**src/rtl/shiftreg_rx_fifo.sv**
```systemverilog
// ---------------------------------------------------------------------------
// shiftreg_rx_fifo
//
// Receive-side buffer for the gated shift register. The upstream stream is
// valid-only, so each beat is either stored this cycle or lost. Stored beats
// are offered to the consumer through a valid/ready handshake. Beats that
// arrive while the FIFO is full are counted and flagged.
//
// Ports:
//   clk_i       clock
//   rst_ni      asynchronous active-low reset
//   valid_i     incoming beat valid (no backpressure)
//   data_i      incoming beat payload
//   valid_o     head entry available
//   ready_i     consumer accepts head entry
//   data_o      head entry payload (zero while valid_o is low)
//   usage_o     number of stored entries, 0..FifoDepth
//   full_o      usage_o == FifoDepth
//   empty_o     usage_o == 0
//   overflow_o  sticky flag, set once a beat has been dropped
//   drop_cnt_o  saturating count of dropped beats
//   clr_i       synchronous clear of overflow_o and drop_cnt_o
// ---------------------------------------------------------------------------
module shiftreg_rx_fifo #(
  parameter int FifoDepth = 8,
  parameter int DataWidth = 32,
  localparam type dtype = logic [DataWidth-1:0],
  localparam int UsageWidth = $clog2(FifoDepth + 1)
) (
  input  logic                  clk_i,
  input  logic                  rst_ni,
  input  logic                  valid_i,
  input  dtype                  data_i,
  output logic                  valid_o,
  input  logic                  ready_i,
  output dtype                  data_o,
  output logic [UsageWidth-1:0] usage_o,
  output logic                  full_o,
  output logic                  empty_o,
  output logic                  overflow_o,
  output logic [15:0]           drop_cnt_o,
  input  logic                  clr_i
);

  localparam int PtrWidth = (FifoDepth > 1) ? $clog2(FifoDepth) : 1;
  localparam logic [PtrWidth-1:0]   LastIdx  = PtrWidth'(FifoDepth - 1);
  localparam logic [UsageWidth-1:0] DepthVal = UsageWidth'(FifoDepth);

  if (FifoDepth < 2) begin : gDepthCheck
    $error("shiftreg_rx_fifo: FifoDepth must be at least 2");
  end

  dtype                  mem_q [FifoDepth];
  logic [PtrWidth-1:0]   wrPtr_q, wrPtr_d;
  logic [PtrWidth-1:0]   rdPtr_q, rdPtr_d;
  logic [UsageWidth-1:0] usage_q, usage_d;
  logic                  overflow_q, overflow_d;
  logic [15:0]           dropCnt_q, dropCnt_d;

  logic full, empty, push, pop, drop;

  // Status comes only from the usage register, so full/empty carry no
  // combinational path from the inputs. A pop frees a slot in the same
  // cycle, which lets a full FIFO keep accepting while it is drained.
  assign full  = (usage_q == DepthVal);
  assign empty = (usage_q == '0);
  assign pop   = ~empty & ready_i;
  assign push  = valid_i & (~full | pop);
  assign drop  = valid_i & full & ~pop;

  // Pointer and occupancy next-state. Depth need not be a power of two,
  // so each pointer wraps on an explicit compare with the last index.
  always_comb begin
    wrPtr_d = wrPtr_q;
    rdPtr_d = rdPtr_q;
    usage_d = usage_q;
    if (push) begin
      wrPtr_d = (wrPtr_q == LastIdx) ? '0 : wrPtr_q + 1'b1;
    end
    if (pop) begin
      rdPtr_d = (rdPtr_q == LastIdx) ? '0 : rdPtr_q + 1'b1;
    end
    case ({push, pop})
      2'b10:   usage_d = usage_q + 1'b1;
      2'b01:   usage_d = usage_q - 1'b1;
      default: usage_d = usage_q;
    endcase
  end

  // Overflow bookkeeping. A drop in the same cycle as a clear takes
  // priority: the clear applies first and the drop then counts as one.
  always_comb begin
    overflow_d = overflow_q;
    dropCnt_d  = dropCnt_q;
    if (drop) begin
      overflow_d = 1'b1;
      if (clr_i) begin
        dropCnt_d = 16'd1;
      end else if (dropCnt_q != 16'hFFFF) begin
        dropCnt_d = dropCnt_q + 16'd1;
      end
    end else if (clr_i) begin
      overflow_d = 1'b0;
      dropCnt_d  = 16'd0;
    end
  end

  // Control state; reset discards all stored entries immediately.
  always_ff @(posedge clk_i or negedge rst_ni) begin
    if (!rst_ni) begin
      wrPtr_q    <= '0;
      rdPtr_q    <= '0;
      usage_q    <= '0;
      overflow_q <= 1'b0;
      dropCnt_q  <= 16'd0;
    end else begin
      wrPtr_q    <= wrPtr_d;
      rdPtr_q    <= rdPtr_d;
      usage_q    <= usage_d;
      overflow_q <= overflow_d;
      dropCnt_q  <= dropCnt_d;
    end
  end

  // Payload storage needs no reset: an entry is only visible once usage
  // counts it, and the output mux below hides stale contents.
  always_ff @(posedge clk_i) begin
    if (push) begin
      mem_q[wrPtr_q] <= data_i;
    end
  end

  // Registered read (no fall-through); the head only changes on a pop,
  // so data_o holds steady while the consumer stalls.
  assign valid_o    = ~empty;
  assign data_o     = empty ? '0 : mem_q[rdPtr_q];
  assign usage_o    = usage_q;
  assign full_o     = full;
  assign empty_o    = empty;
  assign overflow_o = overflow_q;
  assign drop_cnt_o = dropCnt_q;

  assert property (@(posedge clk_i) disable iff (!rst_ni) usage_q <= DepthVal)
    else $error("shiftreg_rx_fifo: usage exceeds depth");
  assert property (@(posedge clk_i) disable iff (!rst_ni) pop |-> !empty)
    else $error("shiftreg_rx_fifo: pop while empty");

endmodule

```
**config.mk**
```make
export PLATFORM = sky130hd
export DESIGN_NAME = shiftreg_rx_fifo
export DESIGN_NICKNAME = d
export VERILOG_FILES = /design/src/rtl/shiftreg_rx_fifo.sv
export SDC_FILE = /design/constraint.sdc
export NUM_CORES = 1
export LEC_CHECK = 0
export CAP_MARGIN = 20
export CORE_MARGIN = 8
export CORE_UTILIZATION = 58
export DETAILED_ROUTE_END_ITERATION = 16
export PLACE_DENSITY = 0.8
export SYNTH_ARGS = -nofsm -noshare
export SYNTH_HDL_FRONTEND = slang
export SYNTH_SLANG_ARGS = --single-unit
export TNS_END_PERCENT = 100
```
**constraint.sdc**
```tcl
create_clock -name clk_i -period 6.1 [get_ports clk_i]
set_input_delay 1.22 -clock clk_i [delete_from_list [all_inputs] [get_ports clk_i]]
set_output_delay 1.22 -clock clk_i [all_outputs]
set_load 0.01 [all_outputs]
```
After elaboration in Yosys (flattened, before gate mapping)
Memory sizes are Yosys's and may differ from the RTL's. Cells that the tools add are included.

$add $sub $neg: 5. Eq/ne operators: 6. Muxes and demuxes: 12. Bitwise logic cells: 8. Reduce and logical (&&, ||, !) cells: 5.

Operator list (number): $mux W16 (4); $mux W32 (1); $add A16 B1 Y16 const B (1); $ne A16 B16 Y1 const B (1); $pmux W4 S2 (1); $add A3 B1 Y3 const B (2); $eq A3 B3 Y1 const B (2); $mux W3 (2); $reduce_bool A2 Y1 (3); $add A4 B1 Y4 const B (1); $and A1 B1 Y1 (4); $eq A4 B4 Y1 const B (1); $logic_not A4 Y1 (1); $mux W1 (4); $sub A4 B1 Y4 const B (1); $not A1 Y1 (3); $eq A2 B1 Y1 const B (1); $eq A2 B2 Y1 const B (1); $reduce_and A2 Y1 (1); $or A1 B1 Y1 (1).

Flip-flop bits (word level): 27. RAM bits: 256. Input port bits: 37. Output and inout port bits: 56. Logic and storage cells: 42. Memories kept: 1.

Memory list: mem_q (depth 8, bits a word 32, rd ports 1, clocked after Yosys merged registers in 0, wr ports 1, line 53) `dtype mem_q [FifoDepth];`.

Logic depth before layout (Yosys ltp)
Depth after elaboration: 7. Mapped depth: 9. Mapped depth without buffers: 8.

Least setup slack after synthesis
OpenSTA, ideal clock, no wires.

Kind: input to register. Start point: input port valid_i. End point: memory mem_q[0][0] (netlist bit), enable pin. Library setup time: 501 ps. Data arrival time: 4548 ps. Required time: 5599 ps. Path slack: 1051 ps. Stages: 3. Buffers on the path: 1. Path through: buf_4 o21ai_2 nor4_1.

Cells in the longest elaborated chain, start to end: 3.

RTL lines: from (decl) (line 32) `input logic valid_i,`; $and A1 B1 Y1 (line 68) `assign push = valid_i & (~full | pop);`; $mux W1 (line 128) `if (push) begin`; $mux W1 (implied by the code) (line 129) `mem_q[wrPtr_q] <= data_i;`; to (decl) (line 53).

No other way between the ends.

==> impl_metrics.py <==
metrics = {
    "synthesis": {
        "netlist_area_um2": 11400,
        "synth-async-reset-ratio_pct": 9.54,
        "yosysSeqAreaShare_pct": 73.2,
        "synth-edff-count": 256,
        "yosysWarningCount": 0,
        "ys_types": 54,
        "avgSynthCellArea_um2": 19.5,
        "synth-seq-cells": 283,
        "syn_nets": 630,
        "synthFlopType": "edfxtp_1",
        "syn_inst": 587,
    },
    "floorplanning": {
        "io_pins": 93,
        "row_count": 51,
        "die_area_um2": 24400,
        "die_width_um": 156,
        "initial_core_util_pct": 58.9,
        "die_h_um": 156,
        "core_area_um2": 19400,
    },
    "routing": {
        "wl_met2_um": 12100,
        "viasPerCell": 5.95,
        "dr.pass1.iters": 5,
        "drc_errors": 0,
        "wl_met3_um": 1560,
        "wirelength_met1_um": 9200,
        "drtAntennaViolNets": 0,
        "routedWlPerCell_um": 23.7,
        "postRouteWirelength_um": 23200,
        "via_count": 5820,
        "highest_layer": "met4",
        "drtIter0Drc": 401,
    },
    "pwr": {
        "seqPwrFrac_pct": 41.6,
        "peakVddDrop_mv": 0.421,
        "comb_power_share_pct": 31.5,
        "powerDensity_nw_per_um2": 452,
        "p_clk_share_pct": 26.9,
        "leakagePower_uw": 0.00455,
        "p_int_uw": 4330,
        "power.net_switching_uw": 1810,
        "p_sw_share_pct": 29.4,
    },
    "clock_tree": {
        "holdBufCountCts": 0,
        "cts.htree.levels": 1,
        "cts_tree": "yes",
        "clk_latency_ns": 0.54,
        "cts_root_buffer": "clkbuf_16",
        "cts_resized": 0,
        "cts-buffers-inserted": 27,
        "cts_setup_buffers": 0,
        "clkSinkCount": 283,
        "cts_max_path_buffers": 3,
        "clkTransAtPathRegs_ns": 0.06,
    },
    "timing": {
        "period_share_pct": 74.1,
        "finalSetupViolCount": 0,
        "setup_ws_ns": 1.58,
        "setup_tns_ns": 0,
        "max_freq_ghz": 0.221,
        "fin_skew_ns": 0.0121,
        "worstMarginPinSlew_ns": 1.08,
        "hold_violations": 0,
        "period_needed_ns": 4.52,
        "rsz0062_at_grt": "no",
        "finalMaxSlewViolations": 0,
        "relSlewSlack_pct": 28.2,
    },
    "job": {
        "maxCapViolCount": 0,
    },
    "worst_setup_path": {
        "crit_path_end_kind": "primary output",
        "crit_path_max_incr_delay_ns": 1.00,
        "crit_type": "flop to primary output",
        "worstReg2RegEnd": "usage_o[2]$_DFFE_PN0P_",
        "start_kind": "flop",
        "crit_slowest_cell": "dfrtp_2",
        "required_ns": 4.88,
        "crit_chain": "buf_4 -> mux4_2 -> mux2i_1 -> nor2_1 -> clkdlybuf4s50_1",
        "timing.rr.start": "usage_o[1]$_DFFE_PN0P_",
        "cp_max_fo": 41,
        "worstRegToRegCells": 8,
        "cp_top_family": "buffers and inverters",
        "crit_buf_inv": 2,
        "critPathArrivalTime_ns": 3.30,
        "path_depth": 5,
        "ff2ff_setup_slack_ns": 3.03,
    },
    "placed_design": {
        "place.gp.congestion": 0.820,
        "io_buffers": 92,
        "dp_slack_ns": 2.15,
        "hpwl_um": 13400,
    },
    "hold_path": {
        "min_from": "overflow_o$_DFFE_PN0P_",
        "hold_path_end": "overflow_o$_DFFE_PN0P_",
        "hold_depth": 2,
        "hold_path.class": "flop to flop",
    },
    "layout": {
        "drive_above_1_share_pct": 21.3,
        "n_antenna_cell": 0,
        "layout_commonest_cell": "edfxtp_1",
        "multi_input_area_um2": 2930,
        "mostFrequentLayoutCells": "edfxtp_1 (256), clkdlybuf4s50_1 (92), mux4_2 (64)",
        "nFillCells": 1237,
        "register_area_um2": 8370,
        "area_delta_synth_final_pct": 18.9,
        "nets": 735,
    },
    "run_status": {
        "status": "finished, final reports clean",
    },
    "grt": {
        "grt_max_degree": 42,
        "grtUsageTotal_pct": 18.9,
        "grt_pass1_vias": 6115,
        "grt_pass1_wl_um": 35200,
        "overflow": 0,
        "antenna_found_initial": 0,
    },
}
[power by group through the flow]
stage | sequential, uW | combinational, uW | clock, uW
floorplan | 2480 | 1240 | 0
global placement | 2640 | 1830 | 0
detailed placement | 2590 | 1960 | 0
CTS | 2560 | 1980 | 1680
global route | 2580 | 2080 | 1740
finish | 2550 | 1940 | 1650
[Yosys cell counts, drive strengths merged (4+ instances only)]
cell type | count | area, um^2
dfrtp | 27 | 676
a211oi | 8 | 60.1
mux4 | 64 | 1440
mux2 | 10 | 113
nand2b | 8 | 50.1
clkbuf | 7 | 26.3
nor2b | 7 | 43.8
ha | 6 | 75.1
inv | 5 | 18.8
edfxtp | 256 | 7690
a21oi | 4 | 23.8
buf | 23 | 131
nor2 | 48 | 183
and2 | 4 | 26.3
o21ai | 7 | 38.8
nor3 | 11 | 66.3
nand2 | 15 | 56.3
mux2i | 35 | 350
nor4 | 4 | 40.0
nand3 | 8 | 45.0
[logic make-up (layout without fill, tap and decap cells)]
kind of cell               after synthesis  count (layout)  synth area share [%]
muxes                                  109             109                  16.7
and+or+nand+nor                        115             115                  5.24
DFF                                    283             283                  73.2
xor gates and xnor gates                 2               2                 0.153
AOI/OAI and AO/OA                       37              37                  2.48
buffers and inverters                   35             161                  1.55
adders and majority gates                6               6                 0.658
[layout make-up]
cell class                      instances  share of cell area (%)
Timing Repair Buffer                  106                    7.70
Clock buffer                           29                    5.03
Multi-Input combinational cell        269                    21.6
Clock inverter                         21                    1.45
Tap cell                              265                    2.44
Sequential cell                       283                    61.6
Inverter                                5                   0.138
[state kept, by name, indices dropped and copies added (netlist names)]
| signal | count |
|---|---|
| drop_cnt_o | 16 |
| mem_q | 256 |
| overflow_o | 1 |
| rdPtr_q | 3 |
| usage_o | 4 |
| wrPtr_q | 3 |
[metrics by stage]
step                      hold WS, ns  utilization, %  instance area (um^2)  cells  total power, uW
after CTS                       0.535            70.0                 13600    978             6220
final                           0.532            70.0                 13600    978             6140
after global placement          0.513            65.3                 12700    927             4470
after global routing            0.559            70.0                 13600    978             6400
after floorplan                 0.543               -                 11400    587             3720
after detailed placement        0.522            65.5                 12700    928             4550
[tightest hold or removal path: cells and delay by family (launching register included)]
kind	cells	cell delay, ns
buf+inv	1	0.05
compound gates	1	0.06
flops	1	0.38
[per-layer routing]
| metal | GRT usage (%) | up-vias |
|---|---|---|
| li1 | - | 2588 |
| met1 | 23.8 | 3009 |
| met2 | 33.0 | 195 |
| met3 | 3.89 | 28 |
| met4 | 4.71 | 0 |
| met5 | 0 | - |
[worst max path at each step]
stage	from	endpoint	slack (ns)
final	rdPtr_q[1]$_DFFE_PN0N_	data_o[30]	1.58
after global routing	rdPtr_q[1]$_DFFE_PN0N_	data_o[30]	1.42
after CTS	rdPtr_q[1]$_DFFE_PN0N_	data_o[30]	1.56
after detailed placement	usage_o[1]$_DFFE_PN0P_	data_o[14]	2.15
after global placement	rdPtr_q[0]$_DFFE_PN0N_	data_o[22]	1.96
after floorplan	valid_i	mem_q[0][0]$_DFFE_PP_	1.05
Note: power is estimated with default switching activity, not from simulation.
==> RTL change 1, RTL diff (same flow settings) <==
The parameter `DataWidth` goes from 32 to 24.
--- a/src/rtl/shiftreg_rx_fifo.sv
+++ b/src/rtl/shiftreg_rx_fifo.sv
@@ -24,5 +24,5 @@
 module shiftreg_rx_fifo #(
   parameter int FifoDepth = 8,
-  parameter int DataWidth = 32,
+  parameter int DataWidth = 24,
   localparam type dtype = logic [DataWidth-1:0],
   localparam int UsageWidth = $clog2(FifoDepth + 1)
Interface: changed (resized data_i and data_o); port bits go from 93 to 77. The function was not compared with the original's and may differ.
==> RTL change 1 against the unedited design <==
  * Largest power group unchanged
  * Wire length shrank 24%
  * Core utilization grew 0.22 points
  * Worst setup slack gained 0.20 ns
  * Die area shrank 19%
  * Sequential share of layout area shrank 1.2 points
  * Synthesized cell count shrank 18%
  * Total power shrank 24%
  * Worst hold slack lost 0.029 ns
  * Sequential cell count shrank 64
  * Design area shrank 21%
  * Synthesized area shrank 21%
  * Clock power shrank 26%
  * Register-to-register slack is essentially flat
  * Critical path depth shrank 1
==> RTL change 1: results (changes against the unedited design) <==
outcome finished clean; Initial DRT Pass Iterations 4 (-1); Cell variety after synth 54 (unchanged); DP Worst Slack 2.28 ns (+0.134 ns); Tmin final 4.32 ns (-0.196 ns); placed cell area 10000 µm² (-21%); XOR/XNOR share of the synthesized area 0.00194 (+0.000407); path depth of the worst reg2reg path 8 (unchanged); # Post-CTS Setup Buffers 0 (unchanged); Compound-Gate Fraction of Synth Area 0.0337 (+0.00893); Largest register FFs 192 (-25%); wire per inst 22.8 µm (-3.9%); Synth Area in Adders 0.00832 (+0.00174); gr usage total 0.180 (-0.00962); top cells by count, synth edfxtp_1 (192), mux4_2 (48), nor2_1 (39); DP Wirelength 10600 µm (-21%); H-tree levels 1 (unchanged); first-pass GRT wire length 27600 µm (-22%); Slew Viols, Final 0 (unchanged); Hold Path Class flip-flop to flip-flop; reg2reg start usage_o[1]; vias in the first global route 5002 (-18%); NumNets Final 607 (-17%); Worst Tran Pin Value 1.03 ns (-0.0472 ns); Num CTS Buffers 22 (-19%); CTS root buf clkbuf_16; FF-to-FF End usage_o[2]; Worst Skew 0.00967 ns (-0.00246 ns); port bufs 76 (-17%); crit-path max FO 28 (-32%); initial antenna violation count 0 (unchanged); Final Wtd Congestion 0.871 (+6.3%); Pleak 0.00362 µW (-20%); Async SR Flop Fraction 0.123 (+0.0279); Seq/Total Area, Yosys 0.714 (-0.0187); largest net degree at the start of global routing 52 (+24%); DRT iter0 DRCs 326 (-19%); mux cell area share after synthesis 0.160 (-0.00706); Crit path arrival time 3.10 ns (-0.20 ns); ratio of cells with drive above 1 in the final layout 0.200 (-0.0135); syn_nets 519 (-18%); worst vdd ir 0.000317 V (-25%); top area cells in the synthesized netlist edfxtp_1 (64%), mux4_2 (12%), dfrtp_1 (7.5%); EDFF count, synth 192 (-25%); R2R Setup Slk 3.04 ns (about the same); Worst Setup EP data_o[23]; fillers 961 (-22%); CTS resizes 0 (unchanged); via-per-instance ratio 6.15 (+3.3%); CTS hold repair buffers 0 (unchanged); clock latency on the worst-skew pair 0.50 ns (-0.04 ns)
==> RTL change 1: cell types whose count changed after synthesis, moves of 3 or more <==
cell      delta
nand2b_1     -4
mux2_2       -3
inv_1        +3
buf_2        -3
mux2i_1      -8
nor2_1       -8
edfxtp_1    -64
a21oi_1      +4
buf_1        -4
o21ai_0      -4
mux4_2      -16
==> RTL change 1: cell families (layout without fill, tap and decap cells) <==
group | after synthesis | after routing
AOI/OAI and AO/OA | 37 | 37
xor gates and xnor gates | 2 | 2
adders and majority gates | 6 | 6
buffers and inverters | 30 | 132
DFF | 219 | 219
muxes | 83 | 83
and+or+nand+nor | 107 | 107
==> RTL change 1: worst max-delay path: stages, from the launching register on <==
cell and delay (ns):
dfrtp_1 0.52, or3_1 0.61, nor2_4 0.72, nor2_1 0.20, clkdlybuf4s50_1 0.54
==> RTL change 1: area by class of cell <==
class,count,area [µm²],area share
Multi-Input combinational cell,235,2480,0.232
Inverter,8,30.0,0.00281
Sequential cell,219,6450,0.604
Clock inverter,10,52.6,0.00492
Timing Repair Buffer,86,836,0.0783
Clock buffer,28,594,0.0557
Tap cell,188,235,0.0220
==> RTL change 1: per-layer routing <==
layer | part of all wire | GRT usage
met2 | 0.50 | 0.314
met4 | 0.020 | 0.0515
met3 | 0.058 | 0.0361
met1 | 0.42 | 0.223
met5 | 0 | 0
==> RTL change 1: worst min-delay path by stage <==
stage / startpoint / endpoint / slack [ns] / cells past startpoint
finish: overflow_o / overflow_o / 0.50 / 1
global route: overflow_o / overflow_o / 0.54 / 1
CTS: overflow_o / overflow_o / 0.50 / 1
detailed placement: overflow_o / overflow_o / 0.48 / 1
global placement: overflow_o / overflow_o / 0.47 / 1
floorplan: overflow_o / overflow_o / 0.52 / 1
==> RTL change 1: stage by stage <==
stage	hold WS, ns	util	std cells
after floorplan	0.521	-	484
after global placement	0.468	0.660	736
after detailed placement	0.484	0.660	736
after CTS	0.499	0.702	774
after global routing	0.535	0.702	774
final	0.504	0.702	774
==> RTL change 1: where the power goes <==
group	switching [µW]	internal, µW	leakage, µW
combinational	590	781	0.00121
sequential	265	1820	0.00210
clock	529	687	0.000309
total	1380	3290	0.00362
==> RTL change 2, RTL diff (config.mk and constraints unchanged) <==
Without the edit above. Reset style: synchronous (`rst_ni`), changed in one clocked block. Comments in the files are not updated.
--- a/src/rtl/shiftreg_rx_fifo.sv
+++ b/src/rtl/shiftreg_rx_fifo.sv
@@ -107,5 +107,5 @@
 
   // Control state; reset discards all stored entries immediately.
-  always_ff @(posedge clk_i or negedge rst_ni) begin
+  always_ff @(posedge clk_i) begin
     if (!rst_ni) begin
       wrPtr_q    <= '0;
Function: differs if rst_ni is asserted again (counterexample within 4 cycles, from zero or initial values and one cycle with rst_ni low); with rst_ni held inactive, the same outputs for 4 cycles.
==> RTL change 2 against the unedited design <==
  * Count of clock-buffer cells in the layout rose by 2
  * Synthesized area down 1.3%
  * Wire length fell by 2.0%
  * Worst setup slack improved by 0.084 ns
  * Combinational power fell by 46%
  * Maximum frequency up 1.9%
  * Sequential cell count is 3 higher
  * Sequential power shrank 11%
  * Design area shrank 0.50%
  * Total power down 18%
  * Critical path depth stayed put
  * Final cell count rose by 0.20%
  * Clock power increased by 3%
  * Largest power group unchanged
  * Highest routed layer unchanged
==> RTL change 2: results (changes against the unedited design) <==
outcome finished clean; top area cells in the synthesized netlist edfxtp_1 (68%), mux4_2 (13%), dfxtp_1 (5.3%); top_reg_cell synth edfxtp_1; Async SR Flop Fraction 0 (-0.0954); Int Pwr 3760 µW (-13%); # diodes 0 (unchanged); syn_nets 626 (-0.63%); CTS root buf clkbuf_16; clock slew at reported path FFs 0.06 ns (about the same); CTS resizes 0 (unchanged); CTS Buffer Depth 3 (unchanged); NumNets Final 736 (+0.14%); Num CTS Buffers 28 (+3.7%); Final Wtd Congestion 0.859 (+4.8%); DP Wirelength 13100 µm (-1.9%); Largest register FFs 256 (unchanged); routed vias 5811 (-0.15%); crit-path max FO 39 (-4.9%); gr usage total 0.193 (+0.00429); initial antenna violation count 0 (unchanged); top cells by count, synth edfxtp_1 (256), mux4_2 (64), nor2_1 (51); Seq/Total Area, Yosys 0.736 (+0.00302); fillers 1213 (-1.9%); Yosys warnings 0 (unchanged); # Post-CTS Setup Buffers 0 (unchanged); EDFF count, synth 256 (unchanged); first-pass GRT wire length 35700 µm (+1.3%); vias in the first global route 6208 (+1.5%); wire per inst 23.2 µm (-2.2%); worst vdd ir 0.000261 V (-38%); Worst Skew 0.0159 ns (+0.00373 ns); Pleak 0.00422 µW (-7.3%); DRT iter0 DRCs 420 (+4.7%); Crit path arrival time 3.22 ns (-0.08 ns); largest net degree at the start of global routing 54 (+29%); Hold Path Class flip-flop to flip-flop; Worst Tran Pin Value 0.998 ns (-0.0766 ns); port bufs 92 (unchanged); Top reg by flops mem_q; clock latency on the worst-skew pair 0.54 ns (about the same); Cell variety after synth 49 (-9.3%); Initial DRT Pass Iterations 5 (unchanged); ratio of cells with drive above 1 in the final layout 0.204 (-0.00899); H-tree levels 1 (unchanged)
-- RTL change 2: worst paths after layout --
check	start	endpoint	slack (ns)	cells past startpoint
max	flip-flop	data_o[19]	1.66	5
min	overflow_o	overflow_o	0.50	2
min reg2reg	overflow_o	overflow_o	0.50	2
max reg2reg	usage_o[0]	mem_q[5][1]	3.40	4
-- RTL change 2: worst max-delay path, stage by stage, from the launching register on --
cell and delay [ns]:
dfxtp_2 0.99, buf_4 0.49, mux4_2 0.36, mux2i_1 0.24
nor2_1 0.07, clkdlybuf4s50_1 0.52
-- RTL change 2: area by class of cell --
| cell class | instances | share of cell area |
|---|---|---|
| Clock buffer | 31 | 0.0527 |
| Clock inverter | 21 | 0.0157 |
| Inverter | 3 | 0.000834 |
| Multi-Input combinational cell | 267 | 0.214 |
| Sequential cell | 286 | 0.614 |
| Tap cell | 265 | 0.0245 |
| Timing Repair Buffer | 107 | 0.0780 |
-- RTL change 2: cell families after synthesis --
family,synth area share
adder cells (fa/ha/maj),0.00666
multiplexers,0.161
buffers and inverters,0.0120
flip-flops,0.736
AO/OA/AOI/OAI,0.0155
XOR/XNOR,0.00933
AND/OR/NAND/NOR,0.0601
-- RTL change 2: layer usage --
metal,up-vias,global-route usage,share of wire
met5,-,0,0
met4,0,0.0656,0.020
met3,39,0.0333,0.072
met2,227,0.329,0.51
met1,2965,0.249,0.40
li1,2580,-,-
-- RTL change 2: per-stage QoR --
stage	cells	cell area (µm²)	hold WS [ns]	worst slack, ns
after floorplan	583	11300	0.500	0.840
after global placement	927	12600	0.474	2.02
after detailed placement	927	12600	0.490	1.96
after CTS	979	13500	0.501	1.40
after global routing	980	13500	0.532	1.48
final	980	13500	0.496	1.66
-- RTL change 2: power groups by stage --
stage | clock network (µW) | registers (µW) | logic (µW)
5_1_grt | 1810 | 2270 | 1140
3_5_place_dp | 0 | 2350 | 993
6_report | 1700 | 2260 | 1050
4_1_cts | 1730 | 2310 | 1000
2_1_floorplan | 0 | 2250 | 635
3_3_place_gp | 0 | 2350 | 972
